## config.mk

```make
export PLATFORM = sky130hd
export DESIGN_NAME = uart_tx_sched
export DESIGN_NICKNAME = d
export VERILOG_FILES = /design/src/rtl/uart_pkg.sv /design/src/rtl/rr_arb2.sv /design/src/rtl/uart_tx_sched.sv
export SDC_FILE = /design/constraint.sdc
export NUM_CORES = 1
export LEC_CHECK = 0
export ABC_CLOCK_PERIOD_IN_PS = 1900
export CAP_MARGIN = 20
export CORE_MARGIN = 1
export CORE_UTILIZATION = 44
export DETAILED_ROUTE_END_ITERATION = 6
export HOLD_SLACK_MARGIN = 0.05
export PLACE_DENSITY = 0.75
export SLEW_MARGIN = 0
export SYNTH_ARGS = -nofsm -noshare
export SYNTH_HDL_FRONTEND = slang
export SYNTH_SLANG_ARGS = --single-unit
```

## constraint.sdc

```tcl
create_clock -name clk -period 1.9 [get_ports clk]
set_input_delay 0.38 -clock clk [delete_from_list [all_inputs] [get_ports clk]]
set_output_delay 0.38 -clock clk [all_outputs]
set_load 0.05 [all_outputs]
```

## src/rtl/uart_pkg.sv

```systemverilog
// Shared types and defaults for the UART transmit scheduler.
package uart_pkg;

  typedef enum logic [2:0] {
    IDLE  = 3'd0,
    LOAD  = 3'd1,
    READY = 3'd2,
    START = 3'd3,
    WAIT  = 3'd4
  } uart_state_e;

  localparam int unsigned FRAME_CYCLES_DEF = 160;

endpackage

```

## src/rtl/rr_arb2.sv

```systemverilog
// Two-way round-robin arbiter; the favoured pointer flips away from each winner on advance.
module rr_arb2 (
  input  logic       clk,
  input  logic       rst_b,
  input  logic [1:0] valid,
  input  logic       advance,
  output logic [1:0] grant
);

  logic fav_q, fav_d;  // 1: requester 1 wins a tie

  always_comb begin
    grant = 2'b00;
    case (valid)
      2'b01:   grant = 2'b01;
      2'b10:   grant = 2'b10;
      2'b11:   grant = fav_q ? 2'b10 : 2'b01;
      default: grant = 2'b00;
    endcase
    fav_d = fav_q;
    if (advance && (grant != 2'b00)) fav_d = grant[0];
  end

  always_ff @(posedge clk) begin
    if (rst_b) fav_q <= 1'b0;
    else       fav_q <= fav_d;
  end

endmodule

```

## src/rtl/uart_tx_sched.sv

```systemverilog
// Arbitrates two byte requesters onto a UART transmitter and paces frames.
// Optional build macro UART_TX_SCHED_CNT_EN adds a 16-bit count of sent bytes (tx_count).
module uart_tx_sched
  import uart_pkg::*;
#(
  parameter int unsigned FRAME_CYCLES = FRAME_CYCLES_DEF
) (
  input  logic        clk,
  input  logic        rst_b,
  input  logic        req0_valid,
  input  logic [7:0]  req0_data,
  output logic        req0_ready,
  input  logic        req1_valid,
  input  logic [7:0]  req1_data,
  output logic        req1_ready,
  output logic [7:0]  data_bus,
  output logic        load_xmt_datareg,
  output logic        byte_ready,
  output logic        t_byte,
  output logic        busy,
  output logic        grant_id
`ifdef UART_TX_SCHED_CNT_EN
  ,
  output logic [15:0] tx_count
`endif
);

  uart_state_e state_q, state_d;
  logic [15:0] cnt_q, cnt_d;
  logic [7:0]  data_q, data_d;
  logic        gid_q, gid_d;
  logic [1:0]  grant, ready_vec;
  logic        advance;

  rr_arb2 u_arb (
    .clk     (clk),
    .rst_b   (rst_b),
    .valid   ({req1_valid, req0_valid}),
    .advance (advance),
    .grant   (grant)
  );

  // Acceptance is suppressed during reset so nothing is handed over on a reset edge.
  assign ready_vec = ((state_q == IDLE) && !rst_b) ? grant : 2'b00;
  assign advance   = |ready_vec;

  always_comb begin
    state_d          = state_q;
    cnt_d            = cnt_q;
    data_d           = data_q;
    gid_d            = gid_q;
    load_xmt_datareg = 1'b0;
    byte_ready       = 1'b0;
    t_byte           = 1'b0;
    case (state_q)
      IDLE: begin
        if (advance) begin
          data_d  = ready_vec[1] ? req1_data : req0_data;
          gid_d   = ready_vec[1];
          state_d = LOAD;
        end
      end
      LOAD: begin
        load_xmt_datareg = 1'b1;
        state_d          = READY;
      end
      READY: begin
        byte_ready = 1'b1;
        state_d    = START;
      end
      START: begin
        t_byte  = 1'b1;
        cnt_d   = 16'(FRAME_CYCLES - 1);
        state_d = WAIT;
      end
      WAIT: begin
        if (cnt_q == 16'd0) state_d = IDLE;
        else                cnt_d   = cnt_q - 16'd1;
      end
      default: state_d = IDLE;
    endcase
  end

  always_ff @(posedge clk) begin
    if (rst_b) begin
      state_q <= IDLE;
      cnt_q   <= 16'd0;
      data_q  <= 8'h00;
      gid_q   <= 1'b0;
    end else begin
      state_q <= state_d;
      cnt_q   <= cnt_d;
      data_q  <= data_d;
      gid_q   <= gid_d;
    end
  end

  assign req0_ready = ready_vec[0];
  assign req1_ready = ready_vec[1];
  assign data_bus   = data_q;
  assign grant_id   = gid_q;
  assign busy       = (state_q != IDLE);

`ifdef UART_TX_SCHED_CNT_EN
  logic [15:0] tx_cnt_q;

  always_ff @(posedge clk) begin
    if (rst_b)                 tx_cnt_q <= 16'd0;
    else if (state_q == START) tx_cnt_q <= tx_cnt_q + 16'd1;
  end

  assign tx_count = tx_cnt_q;
`endif

endmodule

```

Word-level counts from Yosys, hierarchy flattened. Index checks and enable logic that the tools add are counted.

Flip-flop bits (word level): 29.

$add $sub $neg: 1. Equality and inequality tests: 10. Muxes and demuxes: 12. Reductions and logical operators: 12.

Operators with widths (number): 16-bit one-hot mux with 2 select lines (1); 16-bit logical NOT (1); 16-bit 2-to-1 mux (1); 16-bit by 1-bit subtractor with 16-bit output, second input constant (1); 3-bit one-hot mux with 5 select lines (1); 8-bit 2-to-1 mux (1); 3-bit by 2-bit equality test with 1-bit output, second input constant (2); 3-bit 2-to-1 mux (2); 2-bit one-hot mux with 3 select lines (1); 2-bit AND reduction (3); 2-bit equality test, second input constant (2); 2-bit 2-to-1 mux (2); 2-bit inequality test, second input constant (2); 2-bit nonzero test (2); 3-bit by 1-bit equality test with 1-bit output, second input constant (1); 3-bit equality test, second input constant (1); 3-bit logical NOT (1); 1-bit 2-to-1 mux (3); 3-bit nonzero test (1); 2-bit by 1-bit equality test with 1-bit output, second input constant (1); 1-bit logical AND (2); 2-bit by 1-bit inequality test with 1-bit output, second input constant (1); 2-bit OR reduction (1); 1-bit logical NOT (1).

Longest topological paths before layout. Gate-level depths: netlist (run 1).

Word-level depth: 6. Gate-level depth with buffers: 7. Gate-level depth less buffers: 6.

By module. From an unflattened synthesis (run 1), not the netlist that was laid out.

Cells, all modules: 178. Area, all modules: 1485.2 um^2.

Modules (own cells, without submodules): uart_tx_sched (times used 1, cells each 171, area an instance 1420.1 um^2, seq. area each 560.5 um^2); rr_arb2 (times used 1, cells each 7, area an instance 65.1 um^2, seq. area each 20.0 um^2).

Least setup slack after synthesis (run 1). OpenSTA, ideal clock, no wires.

Path type: register to register. Start point: reg cnt_q[0]. End point: reg cnt_q[0]. Data arrival time: 1960 ps. Data required time: 1768 ps. Slack: -191 ps. Cell stages (with the launch flop): 7. Path buffers: 0. Period minus slack after synthesis: 2091 ps. Cell sequence: dfxtp_1 inv_1 ha_1 or4b_2 or4_1 a211oi_1 a211oi_1.

Cells in the longest elaborated chain, start to end: 3. Elaborated cells on any way between the ends: 6. Those cells by class: add/sub (1); eq/ne (1); mux (2); reduce/logical (2).

RTL lines: start, declared (RTL line uart_tx_sched.sv:29) `logic [15:0] cnt_q, cnt_d;`; start signal, assigned (RTL line uart_tx_sched.sv:92) `cnt_q <= cnt_d;`; 16-bit by 1-bit subtractor with 16-bit output or 16-bit logical NOT (tied branches) (RTL line uart_tx_sched.sv:78, uart_tx_sched.sv:77); 16-bit 2-to-1 mux or 2-bit inequality test (tied branches); 16-bit one-hot mux with 2 select lines or 2-bit AND reduction (tied branches).

Several ways; a longest one is shown, not always the timed one. The select of a mux whose other input is x is not followed. A chain may end at the register's enable or synchronous reset.

Worst setup path after layout (run 1). Ends and elaborated chain as after synthesis.

==> flow_metrics.tcl, run 1 <==
set metrics [dict create \
    ctsHoldBuffers 0 \
    path_class "reg -> reg" \
    rsz0062_at_grt "yes" \
    clk_pin_slew_worst_paths_ps 90 \
    area_growth_pct 56.88 \
    relSlewSlack_pct 54.80 \
    drc 0 \
    ios 35 \
    leakagePower_nw 0.9755 \
    grt_pass1_wl_um 6748 \
    final-hold-violation-count 0 \
    ir_drop_uv 471.8 \
    crit_buf_inv 1 \
    synth_area_per_cell_um2 8.601 \
    ys_seq_area_share_pct 40.42 \
    numPortBuffers 34 \
    finalPower_w 0.001740 \
    grt_use_total_pct 25.71 \
    setup_viol 0 \
    hold_class "reg -> reg" \
    synth_cell_type_count 38 \
    crit_path_end_kind "register" \
    numPlacedInstances 268 \
    synthArstFlopShare_pct 0 \
    finalNetCount 257 \
    layoutNonFillerInstCount 281 \
    wl_um 4263 \
    nFillCells 242 \
    post-route-min-period_ps 1879 \
    grt_pass1_vias 1501 \
    diodes 0 \
    htree_num_levels 2 \
    cp_top_family "simple AND/OR/NAND/NOR gates" \
    synth.cell_area_um2 1436 \
    drt-initial-drc-count 88 \
    path_max_fanout 3 \
    crit_required_ps 2110 \
    rrSetupSlack_ps 20 \
    grt_overflow_total 0 \
    syn-num-nets 188 \
    synth_common_cells "dfxtp_1 (29), nand2_1 (15), a21oi_1 (12)" \
    synthCells 167 \
    rows 20 \
    ys_seq_elements 29 \
    firstDrtPassIters 5 \
    start_util_pct 46.67 \
    ys.flop_type "dfxtp_1" \
    multi_input_area_um2 857.1 \
    maxClockFrequency_mhz 532.1 \
    cts_tree "done" \
    gp_congestion 0.8910 \
    clkSinkCount 29 \
    clockBufferDepth 2 \
    drive_above_1_share_pct 32.07 \
    die_area_um2 3497 \
    avgRoutedWirePerCell_um 15.17 \
    antenna_found_initial 0 \
    clockRootBuffer "clkbuf_4" \
    seqCellArea_um2 584.3 \
    drv_cap 0 \
    num_vias 1585 \
    die_x_um 59.14 \
    synth.most_common_cell "dfxtp_1" \
    crit_path_max_incr_delay_ps 480 \
    clock_latency_ps 320 \
    dp_hpwl_um 3039 \
    clock_skew_ps 10.43 \
    grt_start_max_net_pins 20 \
    cpMaxStageDelayCell "or4b_4" \
    worst_pin_slew_ps 671.0 \
    ys_warn_count 0 \
    viasPerCell 5.641 \
    synth_edf_count 0 \
    yosys.area.top_type "dfxtp_1" \
    powerDensity_nw_per_um2 772.3 \
    ant_nets 0 \
    setup_tns_ps 0 \
    maxSlewViolCount 0 \
    core_area_um2 3078 \
    status "completed" \
    path_cells "inv_2 -> ha_4 -> or4b_4 -> or4_4 -> a211oi_2 -> a211oi_1" \
    fp.dieH_um 59.14 \
    cp.arrival_ps 2090 \
    fin_util_pct 73.21 \
    period_share_pct 98.91 \
    start_kind "register" \
    cts_made_buffers 5 \
    hold_ws_ps 464.9 \
    netlist_top_cells_area "dfxtp_1 (40%), or3_1 (4.4%), a21oi_1 (4.2%)" \
    netlist.area_leader.share_pct 40.42 \
]
per-layer routing:
layer	up-vias	wire length, um	global-route usage (%)
met5	-	0	0
met4	0	40	7.823
met3	6	204	6.987
met2	48	2135	41.07
met1	758	1883	33.83
li1	773	-	-
flip-flops by register name, summed over array words and instances (netlist names):
| register | cells |
|---|---|
| state_q | 3 |
| cnt_q | 16 |
| data_bus | 8 |
| u_arb.fav_q | 1 |
| grant_id | 1 |
through the flow:
stage | worst slack, ps | instance area [um^2]
2_1_floorplan | -111.1 | 1444
3_3_place_gp | -21.30 | 2077
3_5_place_dp | -30.45 | 2077
4_1_cts | -8.649 | 2168
5_1_grt | -32.92 | 2253
6_report | 20.80 | 2253
what timing repair did:
action	in CTS	in global routing
pin swaps	1	1
gates resized for setup	9	24
setup endpoints to repair	4	21
setup buffers	2	2
cloned	0	1
power by group:
group / internal (W) / leakage (nW) / switching [W]
combinational: 0.000331 / 0.706 / 0.000373
sequential: 0.000648 / 0.237 / 0.0000296
clock: 0.000141 / 0.0320 / 0.000217
total: 0.00112 / 0.975 / 0.000620
kinds of logic (layout without fill, tap and decap cells):
family                   count (synthesis)  after routing  share of synthesized area (%)
AO/OA/AOI/OAI                           43             43                          19.43
XOR/XNOR                                 1              1                         0.6099
adder cells (fa/ha/maj)                  1              1                         0.8709
buffers and inverters                   15             85                          5.052
flip-flops                              29             29                          40.42
multiplexers                             5              5                          3.484
AND/OR/NAND/NOR                         73             73                          30.14
final timing paths:
kind	endpoint	startpoint	cells past startpoint
min reg2reg	grant_id$_SDFFE_PP0P_	grant_id$_SDFFE_PP0P_	2
max	cnt_q[0]$_SDFFE_PP0P_	cnt_q[0]$_SDFFE_PP0P_	6
max reg2reg	cnt_q[0]$_SDFFE_PP0P_	cnt_q[0]$_SDFFE_PP0P_	6
min	grant_id$_SDFFE_PP0P_	grant_id$_SDFFE_PP0P_	2
worst reg2reg max path, delay by kind of cell (launching register included):
family / cells / cell delay, ps
and+or+nand+nor: 2 / 940
adders and majority gates: 1 / 130
DFF: 1 / 340
buffers and inverters: 1 / 70
AOI/OAI and AO/OA: 2 / 300
cell usage in the layout, fill, tap and decap left out, types with 2 or more instances in the layout:
master	Yosys	final
nand3_1	6	5
nand2_1	15	15
dfxtp_1	29	26
a211oi_1	4	3
or4_4	2	5
nand2b_1	2	2
a22oi_1	6	6
o31ai_1	4	3
o311a_1	2	2
clkinv_2	0	2
inv_1	5	2
clkdlybuf4s50_1	0	21
inv_2	0	3
buf_12	0	5
nor3_1	5	5
or3_1	10	9
dlymetal6s2s_1	0	6
nor3b_2	1	3
a21oi_1	12	12
nand3b_1	2	2
clkbuf_4	0	6
dfxtp_2	0	3
or4_1	6	3
o21ai_0	8	5
o21ai_1	0	3
mux2i_1	5	5
buf_4	1	36
nor2_1	9	8
nor4_1	8	7
a31oi_1	3	3
area by class of cell:
class | instances | share of cell area (%)
repair buffers | 71 | 30.32
well taps | 44 | 2.443
inverters | 6 | 0.9994
multi-input cells | 123 | 38.03
flip-flops and latches | 29 | 25.93
clock inverters | 2 | 0.4442
clock buffers | 6 | 1.832
Note: power is estimated with default switching activity, not from simulation.
==> inputs of run 2 (changes only) <==
- SETUP_SLACK_MARGIN: not set -> 0.05
==> flow_metrics.tcl, run 2 (synthesized netlist as in run 1, its figures left out) <==
set metrics [dict create \
    status "completed" \
    rrSetupSlack_ps 40 \
    diodes 0 \
    crit_required_ps 2120 \
    worst_pin_slew_ps 784.7 \
    ir_drop_uv 640.1 \
    cp.arrival_ps 2080 \
    drc 0 \
    path_cells "inv_2 -> ha_4 -> or4b_4 -> or4_4 -> a211oi_2 -> a211oi_1" \
    powerDensity_nw_per_um2 835.1 \
    viasPerCell 5.639 \
    grt_pass1_vias 1573 \
    start_util_pct 46.67 \
    area_growth_pct 62.98 \
    crit_path_max_incr_delay_ps 480 \
    ctsHoldBuffers 0 \
    cts_tree "done" \
    gp_congestion 0.8747 \
    clock_latency_ps 340 \
    num_vias 1624 \
    cpMaxStageDelayCell "or4b_4" \
    grt_pass1_wl_um 6782 \
    numPortBuffers 34 \
    crit_path_end_kind "register" \
    fin_util_pct 76.06 \
    crit_buf_inv 1 \
    hold_ws_ps 457.4 \
    drt-initial-drc-count 83 \
    rsz0062_at_grt "yes" \
    die_area_um2 3497 \
    htree_num_levels 2 \
    die_x_um 59.14 \
    cp_top_family "simple AND/OR/NAND/NOR gates" \
    path_max_fanout 3 \
    drive_above_1_share_pct 35.25 \
    maxClockFrequency_mhz 538.1 \
    reg2reg_from "cnt_q[0]$_SDFFE_PP0P_" \
    post-route-min-period_ps 1858 \
    clkSinkCount 29 \
    finalNetCount 264 \
    ant_nets 0 \
    core_area_um2 3078 \
    grt_start_max_net_pins 20 \
    firstDrtPassIters 4 \
    hold_depth 2 \
    clk_pin_slew_worst_paths_ps 90 \
    cts_made_buffers 5 \
    fp.dieH_um 59.14 \
    dp_hpwl_um 2943 \
    avgRoutedWirePerCell_um 15.15 \
    setup_viol 0 \
    numPlacedInstances 271 \
    r2r_end "cnt_q[0]$_SDFFE_PP0P_" \
    antenna_found_initial 0 \
    setup_slack_ps 41.52 \
    top_register "cnt_q" \
    reg2regPathDepth 6 \
    drv_cap 0 \
    final-hold-violation-count 0 \
    clockRootBuffer "clkbuf_4" \
    ios 35 \
    holdPathEnd "data_bus[0]$_SDFFE_PP0P_" \
    layoutNonFillerInstCount 288 \
    largest_reg_flops 16 \
    clockBufferDepth 2 \
    start_kind "register" \
    hold_class "reg -> reg" \
    wl_um 4363 \
    final_common_cell "buf_4" \
    relSlewSlack_pct 47.13 \
    pre_cts_slack_ps -140.0 \
    leakagePower_nw 0.9588 \
    finalPower_w 0.001955 \
    clock_skew_ps 3.961 \
    maxSlewViolCount 0 \
    final_cell_mix "buf_4 (41), dfxtp_1 (24), clkdlybuf4s50_1 (18), nand2_1 (15), a21oi_1 (12)" \
    period_share_pct 97.81 \
    rows 20 \
    path_class "reg -> reg" \
    worstHoldStart "data_bus[0]$_SDFFE_PP0P_" \
    grt_use_total_pct 26.01 \
    grt_overflow_total 0 \
]
==> run 2: cell types whose count changed in the layout (fill, tap and decap cells not counted), moves of 2 or more <==
cell	change
dlymetal6s2s_1	-6
dfxtp_2	+2
buf_4	+5
clkdlybuf4s50_1	-3
o21ai_0	+3
buf_6	+3
dfxtp_1	-2
dlygate4sd2_1	+9
o21ai_1	-3
==> run 2: tightest hold or removal path, stage by stage (launching register included) <==
cell and delay [ps]:
dfxtp_1 320, nand2_1 50, a21oi_1 50
==> run 2: through the flow <==
stage	cell area (um^2)	TNS, ps
CTS	2275	0
finish	2341	0
detailed placement	2100	-315.4
floorplan	1445	-234.9
global route	2341	-35.53
global placement	2100	-100.1
==> run 2: layout make-up <==
| type | count | area, um^2 |
|---|---|---|
| multi-input cells | 123 | 869.6 |
| flip-flops and latches | 29 | 586.8 |
| clock buffers | 7 | 55.05 |
| inverters | 6 | 23.77 |
| well taps | 44 | 55.05 |
| repair buffers | 78 | 720.7 |
| fillers | 231 | 737.0 |
| clock inverters | 1 | 30.03 |
==> run 2: worst max path at each step <==
stage,start,end,slack [ps],depth (start not counted)
floorplan,state_q[1]$_SDFFE_PP0P_,byte_ready,-110,2
global placement,rst_b,req0_ready,-50,5
detailed placement,rst_b,data_bus[2]$_SDFFE_PP0P_,-140,7
CTS,cnt_q[0]$_SDFFE_PP0P_,cnt_q[1]$_SDFFE_PP0P_,3,7
global route,cnt_q[0]$_SDFFE_PP0P_,cnt_q[0]$_SDFFE_PP0P_,-40,6
finish,cnt_q[0]$_SDFFE_PP0P_,cnt_q[0]$_SDFFE_PP0P_,40,6
==> run 2: report_power, final <==
group / total (W) / internal, W / switching [W]
sequential: 0.000680 / 0.000649 / 0.0000311
combinational: 0.000744 / 0.000363 / 0.000380
clock: 0.000531 / 0.000314 / 0.000217
==> run 2: layer usage <==
metal	global-route usage [%]	part of all wire [%]
met1	29.04	41
met2	46.10	53
met3	7.642	4.1
met4	10.54	1.5
met5	0	0
==> run 2: timing repair <==
item,in CTS,in global routing
resized for setup,30,9
pin swaps,9,6
setup endpoints to repair,25,18
buffers inserted,5,4
==> inputs of run 3 (changes only) <==
- CORE_UTILIZATION: 44 -> 50
- DONT_BUFFER_PORTS: not set -> 1
- PLACE_DENSITY: 0.75 -> 0.68
==> flow_metrics.tcl, run 3 (synthesized netlist as in run 1, its figures left out) <==
set metrics [dict create \
    status "complete, but fails checks" \
    failed_checks "negative setup slack" \
    numPlacedInstances 221 \
    hold_class "in -> reg" \
    drv_cap 0 \
    gp_congestion 0.8917 \
    maxSlewViolCount 0 \
    core_area_um2 2734 \
    viasPerCell 6.164 \
    ir_drop_uv 689.8 \
    die_area_um2 3091 \
    diodes 0 \
    drive_above_1_share_pct 37.68 \
    start_kind "register" \
    worst_pin_slew_ps 682.8 \
    die_x_um 55.60 \
    drc 0 \
    post-route-min-period_ps 1924 \
    numPortBuffers 0 \
    wl_um 3911 \
    ctsHoldBuffers 0 \
    fp.dieH_um 55.60 \
    grt_use_total_pct 26.19 \
    clockBufferDepth 2 \
    num_vias 1467 \
    crit_required_ps 2150 \
    period_share_pct 101.3 \
    rows 19 \
    top_register "cnt_q" \
    path_cells "or3_1 -> or4_4 -> or4_1 -> a21oi_1" \
    leakagePower_nw 0.7634 \
    htree_num_levels 2 \
    dp_hpwl_um 2762 \
    cp.arrival_ps 2180 \
    powerDensity_nw_per_um2 922.4 \
    grt_pass1_vias 1421 \
    rsz0062_at_grt "yes" \
    setup_viol 6 \
    layoutNonFillerInstCount 238 \
    clkSinkCount 29 \
    path_max_fanout 4 \
    grt_overflow_total 0 \
    final_common_cell "buf_4" \
    path_class "reg -> reg" \
    largest_reg_flops 16 \
    antenna_found_initial 0 \
    clock_skew_ps 12.68 \
    crit_path_max_incr_delay_ps 510 \
    crit_path_end_kind "register" \
    grt_start_max_net_pins 21 \
    clk_pin_slew_worst_paths_ps 100 \
    cpMaxStageDelayCell "or4_4" \
    final_cell_mix "buf_4 (34), dfxtp_1 (26), nand2_1 (15), a21oi_1 (11), or3_1 (10)" \
    clock_latency_ps 320 \
    firstDrtPassIters 4 \
    ant_nets 0 \
    cts_made_buffers 5 \
    hold_ws_ps 109.3 \
    relSlewSlack_pct 54.00 \
    final-hold-violation-count 0 \
    grt_pass1_wl_um 6251 \
    pre_cts_slack_ps -46.70 \
    start_util_pct 52.54 \
    area_growth_pct 36.67 \
    clockRootBuffer "clkbuf_4" \
    finalNetCount 227 \
    drt-initial-drc-count 48 \
    maxClockFrequency_mhz 519.6 \
    cts_tree "done" \
    setup_slack_ps -24.40 \
    ios 35 \
    avgRoutedWirePerCell_um 16.43 \
]
run 3: report_power, final:
group          leakage (nW)  switching, W  total [W]  internal, W
sequential            0.237     0.0000878   0.000736     0.000648
combinational         0.481      0.000295   0.000549     0.000254
clock                0.0455      0.000212   0.000526     0.000314
total                 0.763      0.000595    0.00181      0.00122
run 3: timing repair:
action,in CTS,in global routing
pin swaps,16,13
endpoints found under the hold margin,0,0
gates cloned,1,0
resized for setup,24,9
endpoints found under the setup margin,16,17
setup buffers,5,3
run 3: stage by stage:
step,utilization (%),total power (W),area [um^2],setup TNS (ps)
after CTS,69.66,0.001785,1904,-304.4
after detailed placement,62.47,0.001192,1708,-211.5
after global routing,71.81,0.001890,1963,-914.6
after global placement,62.47,0.001174,1708,0
after floorplan,-,0.001056,1445,-234.9
final,71.81,0.001811,1963,-58.75
run 3: final timing paths:
kind                          start                endpoint  slack (ps)  cells after the start
max           cnt_q[4]$_SDFFE_PP0P_   cnt_q[8]$_SDFFE_PP0P_         -20                      4
min                           rst_b   cnt_q[4]$_SDFFE_PP0P_         110                      1
min reg2reg  cnt_q[15]$_SDFFE_PP0P_  cnt_q[15]$_SDFFE_PP0P_         500                      2
max reg2reg   cnt_q[4]$_SDFFE_PP0P_   cnt_q[8]$_SDFFE_PP0P_         -20                      4
run 3: final cells by class:
class                   count  area, um^2
clock buffers               7       55.05
flip-flops and latches     29       584.3
multi-input cells         123       885.9
well taps                  31       38.79
fillers                   228       770.7
repair buffers             41       345.3
inverters                   6       23.77
clock inverters             1       30.03
run 3: critical path: cells and delay by family, from the launching register on:
family	cells	cell delay, ps
AOI/OAI and AO/OA	1	130
DFF	1	360
and+or+nand+nor	3	1370
run 3: per-layer routing:
metal  vias up  track usage [%]  wire [um]
met4         0            12.50         65
li1        717                -          -
met2        41            47.16       2080
met5         -                0          0
met1       703            29.12       1580
met3         6            5.581        185
